===== src/rtl/alu_arbiter.sv =====
// Two-requester round-robin front end for one shared combinational ALU.
// Each requester has a one-entry result register that accepts a new result in the cycle it is popped.
module alu_arbiter #(
  parameter int DATA_W = 32,
  parameter int OP_W   = 2
) (
  input  logic              clk,
  input  logic              rstn,
  input  logic              req0_valid,
  input  logic [DATA_W-1:0] req0_a,
  input  logic [DATA_W-1:0] req0_b,
  input  logic [OP_W-1:0]   req0_op,
  output logic              req0_ready,
  input  logic              req1_valid,
  input  logic [DATA_W-1:0] req1_a,
  input  logic [DATA_W-1:0] req1_b,
  input  logic [OP_W-1:0]   req1_op,
  output logic              req1_ready,
  output logic              resp0_valid,
  output logic [DATA_W-1:0] resp0_c,
  output logic              resp0_zero,
  input  logic              resp0_ready,
  output logic              resp1_valid,
  output logic [DATA_W-1:0] resp1_c,
  output logic              resp1_zero,
  input  logic              resp1_ready,
  output logic [DATA_W-1:0] alu_a,
  output logic [DATA_W-1:0] alu_b,
  output logic [OP_W-1:0]   alu_op,
  input  logic [DATA_W-1:0] alu_c,
  input  logic              alu_zero,
  output logic              busy
);

  logic rr;
  logic elig0, elig1;
  logic grant0, grant1;

  // grant stage: a requester may issue only if its result slot is empty or being popped now
  always_comb begin
    elig0  = rstn && req0_valid && (!resp0_valid || resp0_ready);
    elig1  = rstn && req1_valid && (!resp1_valid || resp1_ready);
    grant0 = elig0 && (!elig1 || !rr);
    grant1 = elig1 && (!elig0 || rr);
    alu_a  = '0;
    alu_b  = '0;
    alu_op = '0;
    if (grant0) begin
      alu_a  = req0_a;
      alu_b  = req0_b;
      alu_op = req0_op;
    end else if (grant1) begin
      alu_a  = req1_a;
      alu_b  = req1_b;
      alu_op = req1_op;
    end
  end

  assign req0_ready = grant0;
  assign req1_ready = grant1;
  assign busy       = resp0_valid | resp1_valid;

  // result stage: capture the ALU output into the granted requester's slot
  always_ff @(posedge clk) begin
    if (!rstn) begin
      rr          <= 1'b0;
      resp0_valid <= 1'b0;
      resp0_c     <= '0;
      resp0_zero  <= 1'b0;
      resp1_valid <= 1'b0;
      resp1_c     <= '0;
      resp1_zero  <= 1'b0;
    end else begin
      if (grant0)      rr <= 1'b1;
      else if (grant1) rr <= 1'b0;

      if (grant0) begin
        resp0_valid <= 1'b1;
        resp0_c     <= alu_c;
        resp0_zero  <= alu_zero;
      end else if (resp0_valid && resp0_ready) begin
        resp0_valid <= 1'b0;
      end

      if (grant1) begin
        resp1_valid <= 1'b1;
        resp1_c     <= alu_c;
        resp1_zero  <= alu_zero;
      end else if (resp1_valid && resp1_ready) begin
        resp1_valid <= 1'b0;
      end
    end
  end

endmodule


===== config.mk =====
export PLATFORM = sky130hd
export DESIGN_NAME = alu_arbiter
export DESIGN_NICKNAME = d
export VERILOG_FILES = /design/src/rtl/alu_arbiter.sv
export SDC_FILE = /design/constraint.sdc
export NUM_CORES = 1
export LEC_CHECK = 0
export BUFFER_PORTS_ARGS = -buffer_cell sky130_fd_sc_hd__buf_2
export CAP_MARGIN = 20
export CORE_AREA = 2 2 121 123
export CTS_CLUSTER_DIAMETER = 120
export DETAILED_ROUTE_END_ITERATION = 8
export DIE_AREA = 0 0 123 125
export GPL_ROUTABILITY_DRIVEN = 1
export RECOVER_POWER = 50
export SYNTH_ARGS = -nofsm -noshare
export SYNTH_HDL_FRONTEND = slang
export SYNTH_SLANG_ARGS = --single-unit

===== constraint.sdc =====
create_clock -name clk -period 4.4 [get_ports clk]
set_clock_uncertainty 0.1 [all_clocks]
set_input_delay 0.44 -clock clk [delete_from_list [all_inputs] [get_ports clk]]
set_output_delay 0.44 -clock clk [all_outputs]
set_load 0.01 [all_outputs]

==> results of run 1 <==
-- stage by stage --
stage	instances	hold WS (ns)	setup WS, ns	power [mW]	area [um^2]
after global routing	965	0.278	0.950	1.91	5460
after detailed placement	948	0.349	1.87	1.15	5260
final	966	0.282	1.17	1.81	5460
after floorplan	497	0.382	2.39	0.957	3660
after global placement	948	0.343	1.91	1.15	5260
after CTS	963	0.268	1.66	1.85	5540
-- power groups by stage --
stage                     Combinational, mW  Clock [mW]  Sequential (mW)
after CTS                             0.450       0.708            0.692
after detailed placement              0.448           0            0.705
after global placement                0.447           0            0.704
after global routing                  0.479       0.735            0.699
final                                 0.434       0.687            0.694
after floorplan                       0.231           0            0.727
-- logic make-up after synthesis --
logic type,count (synthesis),share of synthesized area
AO/OA/AOI/OAI,73,0.126
buffers and inverters,50,0.0647
flip-flops,69,0.378
multiplexers,66,0.181
AND/OR/NAND/NOR,239,0.251
-- cells in the final DEF, fill, tap and decap left out, types with 2 or more instances in the layout --
cell	Yosys	routed
buf_2	12	237
o22ai_1	66	66
clkinv_2	0	3
nand2_1	231	231
diode_2	0	3
nand2b_1	2	2
buf_4	3	7
dfxtp_1	69	69
inv_1	2	2
clkbuf_1	26	70
nor2_1	3	3
clkbuf_16	0	9
mux2i_1	66	66
a21oi_1	2	2
-- layout make-up --
class | instances | area [um^2] | area share
diodes | 3 | 7.51 | 0.00137
clock buffers | 10 | 229 | 0.0419
clock inverters | 5 | 52.6 | 0.00962
inverters | 2 | 7.51 | 0.00137
multi-input cells | 378 | 2040 | 0.373
flip-flops and latches | 69 | 1380 | 0.253
well taps | 184 | 230 | 0.0422
repair buffers | 315 | 1510 | 0.277
-- critical path, stage by stage (launching register included) --
cell      delay (ns)
dfxtp_1         0.33
nor2b_1         0.16
o211ai_1        0.22
clkbuf_2        1.16
o22ai_1         0.25
buf_2           0.21
-- registers in the layout (all words and copies together), names as in the netlist --
signal / cells
resp1_c: 32
resp1_valid: 1
rr: 1
resp1_zero: 1
resp0_valid: 1
resp0_c: 32
resp0_zero: 1
-- worst paths after layout --
path / startpoint / end / slack [ns] / depth (start not counted)
worst max-delay path: resp0_valid / alu_b[13] / 1.17 / 5
worst max register to register: resp0_valid / resp0_c[8] / 1.68 / 5
worst min register to register: resp0_c[9] / resp0_c[9] / 0.35 / 2
worst min-delay path: alu_c[8] / resp1_c[8] / 0.28 / 3
-- metal layers --
metal	wire length (um)	global-route usage
met1	5840	0.205
met3	940	0.0438
met4	320	0.0521
met5	0	0
met2	6410	0.277
==> results.toml, run 1 <==
[status]
status = "complete, but fails checks"
violations = "max-capacitance violations, max-slew violations"

[routing]
dr.pass1.iters = 4
drt_iter0_markers = 191
drt.antenna.violating_nets = 0
wirelength_um = 13500
wl_per_cell_um = 14.0
route.detailed.drc = 0
via_count = 4308
vias_per_cell = 4.46

[cells_and_area]
drive_above_1_share = 0.336
num-nets-final = 946
fill_cells = 1609
fin_util = 0.384
syn2layout_area_growth_pct = 49.3

[clocking]
clkSinkCount = 69
post_cts_resized = 0
clock_latency_ns = 0.32
cts_hold_buf = 0
cts_htree_levels = 3
cts.path.max_buffers = 2
root_buffer = "clkbuf_16"
post_cts_buffers = 0
cts_made_buffers = 9
tritoncts = "yes"
path_clk_slew_ns = 0.06

[yosys]
ys_types = 21
yosysSeqAreaShare = 0.378
synth_area_leaders = "dfxtp_1 38%, nand2_1 24%, mux2i_1 18%"
synthCells = 497
ys_async_sr_fraction = 0
yosysWarnings = 0
synth.most_common_cell = "nand2_1"
syn_nets = 668
ys_seq_elements = 69
synthesis.area_mm2 = 0.00366
syn_avg_cell_area_um2 = 7.36
yosys-top-cells-count = "231 x nand2_1, 69 x dfxtp_1, 66 x mux2i_1, 66 x o22ai_1, 26 x clkbuf_1"
synth-main-ff-cell = "dfxtp_1"
synth_edf_count = 0
synth_top_area_frac = 0.378
yosysTopAreaCell = "dfxtp_1"

[sta]
maxSlewViolCount = 51
period_share = 0.733
fin_crit_ns = 3.23
max_freq_ghz = 0.310
worst_pin_slew_ns = 1.53
slew_headroom = -0.0232
setup-violations-final = 0
finalHoldViolations = 0
rsz0062_at_grt = "false"
setup_tns_ns = 0

[pwr]
seq_power_share = 0.382
switchingPower_uw = 524
powerDensity_mw_per_mm2 = 332
p_int_mw = 1.29
swShare = 0.289
peakVddDrop_v = 0.000155
p_leak_nw = 2.86
p_comb_frac = 0.239
p_clk_frac = 0.379

[setup_path]
criticalPathCategory = "flip-flop to primary output"
required_ns = 3.86
worstPathMaxFanout = 50
startpoint_type = "flip-flop"
worstSetupEndpointType = "primary output"
worstPathArrival_ns = 2.69

[run]
maxCapViolCount = 1

[die]
die_w_um = 123
start_util = 0.257
num_io_pins = 308
dieArea_mm2 = 0.0154
fp.dieH_um = 125
core-area_mm2 = 0.0142
rows = 44

[grt]
antenna_found_initial = 2
grt-ovfl-total = 0
grt_max_degree = 142
grt_pass1_vias = 3916
grt_pass1_wl_um = 20400
grtUsageTotal = 0.165

[placed_design]
portBuffers = 307
dp.final_hpwl_um = 10200
gp_congestion = 0.823

[worst_hold_path]
hp-class = "primary input to flip-flop"
Note: power is estimated with default switching activity, not from simulation.
==> run 2: changes to the inputs <==
clock period = 3.1 ns   (was 4.4 ns; I/O delays follow)
==> run 2 against run 1 <==
Effect of this change: the flow now finishes without violations; register-to-register slack worse by 0.53 ns; global-route usage up 0.61 points; clock power up 47%; sequential power up 42%; worst setup slack worse by 0.73 ns; final cell count up 0.31%; non-clock buffer count up 1; wire length up 0.70%; largest cell class unchanged; total power up 44%; count of clock-buffer cells in the layout up 2; worst hold slack worse by 0.14 ns.
==> results.toml, run 2 (synthesis results as in run 1) <==
[die]
rows = 44
num_io_pins = 308
dieArea_mm2 = 0.0154
start_util = 0.257
core-area_mm2 = 0.0142
die_w_um = 123
fp.dieH_um = 125

[sta]
worst_pin_slew_ns = 1.44
period_share = 0.858
holdWs_ns = 0.146
setup-violations-final = 0
finalHoldViolations = 0
setup_tns_ns = 0
setup_slack_ns = 0.441
slew_headroom = 0.0400
max_freq_ghz = 0.376
maxSlewViolCount = 0
fin_crit_ns = 2.66
rsz0062_at_grt = "false"

[setup_path]
reg2regPathDepth = 4
worstSetupEndpointType = "primary output"
criticalPathCategory = "flip-flop to primary output"
critPathBufInv = 2
crit_cells = 5
slowest_stage = "clkbuf_2"
cp_cell_sequence = "nor2b_1 -> o211ai_1 -> clkbuf_2 -> o22ai_1 -> buf_2"
worstPathMaxFanout = 34
slowest_delay_ns = 0.77
critPathTopFamily = "buffers and inverters"
required_ns = 2.69
worstPathArrival_ns = 2.25
rrSetupSlack_ns = 1.15
startpoint_type = "flip-flop"

[status]
status = "finished clean"

[cells_and_area]
num-nets-final = 947
syn2layout_area_growth_pct = 50.6
fin_util = 0.388
final_cells = 969
stdcell_area_mm2 = 0.00551
final_cell_mix = "237 x buf_2, 231 x nand2_1, 72 x clkbuf_1, 69 x dfxtp_1"
drive_above_1_share = 0.337
reg.largest.list = "resp0_c x32, resp1_c x32"
final_common_cell = "buf_2"

[clocking]
cts_made_buffers = 9
path_clk_slew_ns = 0.06
root_buffer = "clkbuf_16"
cts.path.max_buffers = 2
tritoncts = "yes"
post_cts_resized = 0
clock_latency_ns = 0.33
post_cts_buffers = 0
cts_htree_levels = 3
cts_hold_buf = 0
clkSinkCount = 69

[grt]
grtUsageTotal = 0.172
grt-ovfl-total = 0
grt_max_degree = 69
antenna_found_initial = 5
grt_pass1_vias = 4157
grt_pass1_wl_um = 21200

[routing]
vias_per_cell = 4.49
route.detailed.drc = 0
drt.antenna.violating_nets = 0
wl_per_cell_um = 14.0
dr.pass1.iters = 4
wirelength_um = 13600
via_count = 4346
drt_iter0_markers = 189

[pwr]
power_mw = 2.61
powerDensity_mw_per_mm2 = 474
p_leak_nw = 2.88
peakVddDrop_v = 0.000219

[worst_hold_path]
worst_hold_path.num_cells = 3
hp-class = "primary input to flip-flop"

[placed_design]
gp_congestion = 0.823
portBuffers = 307
dp.final_hpwl_um = 10300
dp_cells = 949
preCtsSetupSlack_ns = 0.921
post_dp_cell_area_mm2 = 0.00529

[run]
maxCapViolCount = 0
==> run 2: cell type report <==
cell class | count | area [um^2]
fill | 1554 | 8700
sequential | 69 | 1380
antenna | 4 | 10.0
clock buffer | 12 | 246
inverter | 2 | 7.51
multi-input combinational | 378 | 2040
tap | 184 | 230
timing repair buffer | 316 | 1540
clock inverter | 4 | 47.5
==> run 2: path summary, 6_finish.rpt <==
kind,startpoint,to
worst max-delay path,resp0_valid,alu_b[11]
worst min-delay path,alu_c[7],resp1_c[7]
worst max register to register,resp0_valid,resp1_c[16]
worst min register to register,resp0_c[9],resp0_c[9]
==> run 2: power breakdown <==
group | total [mW] | switching (mW) | internal (mW)
sequential | 0.985 | 0.0323 | 0.952
clock | 1.01 | 0.364 | 0.642
combinational | 0.618 | 0.351 | 0.268
total | 2.61 | 0.747 | 1.86
==> run 2: layer usage <==
layer | part of all wire | track usage | routed length [um] | vias to the layer above
li1 | - | - | - | 2228
met1 | 0.43 | 0.208 | 5860 | 1915
met2 | 0.48 | 0.294 | 6470 | 179
met3 | 0.077 | 0.0497 | 1050 | 22
met4 | 0.016 | 0.0468 | 216 | 2
met5 | 0.00095 | 0 | 13 | -
==> run 2: worst reg2reg max path, cell delays in order (launching register included) <==
cell and delay, ns:
dfxtp_1 0.32, nor2b_1 0.16, o211ai_1 0.21, clkbuf_2 0.77, mux2i_1 0.31
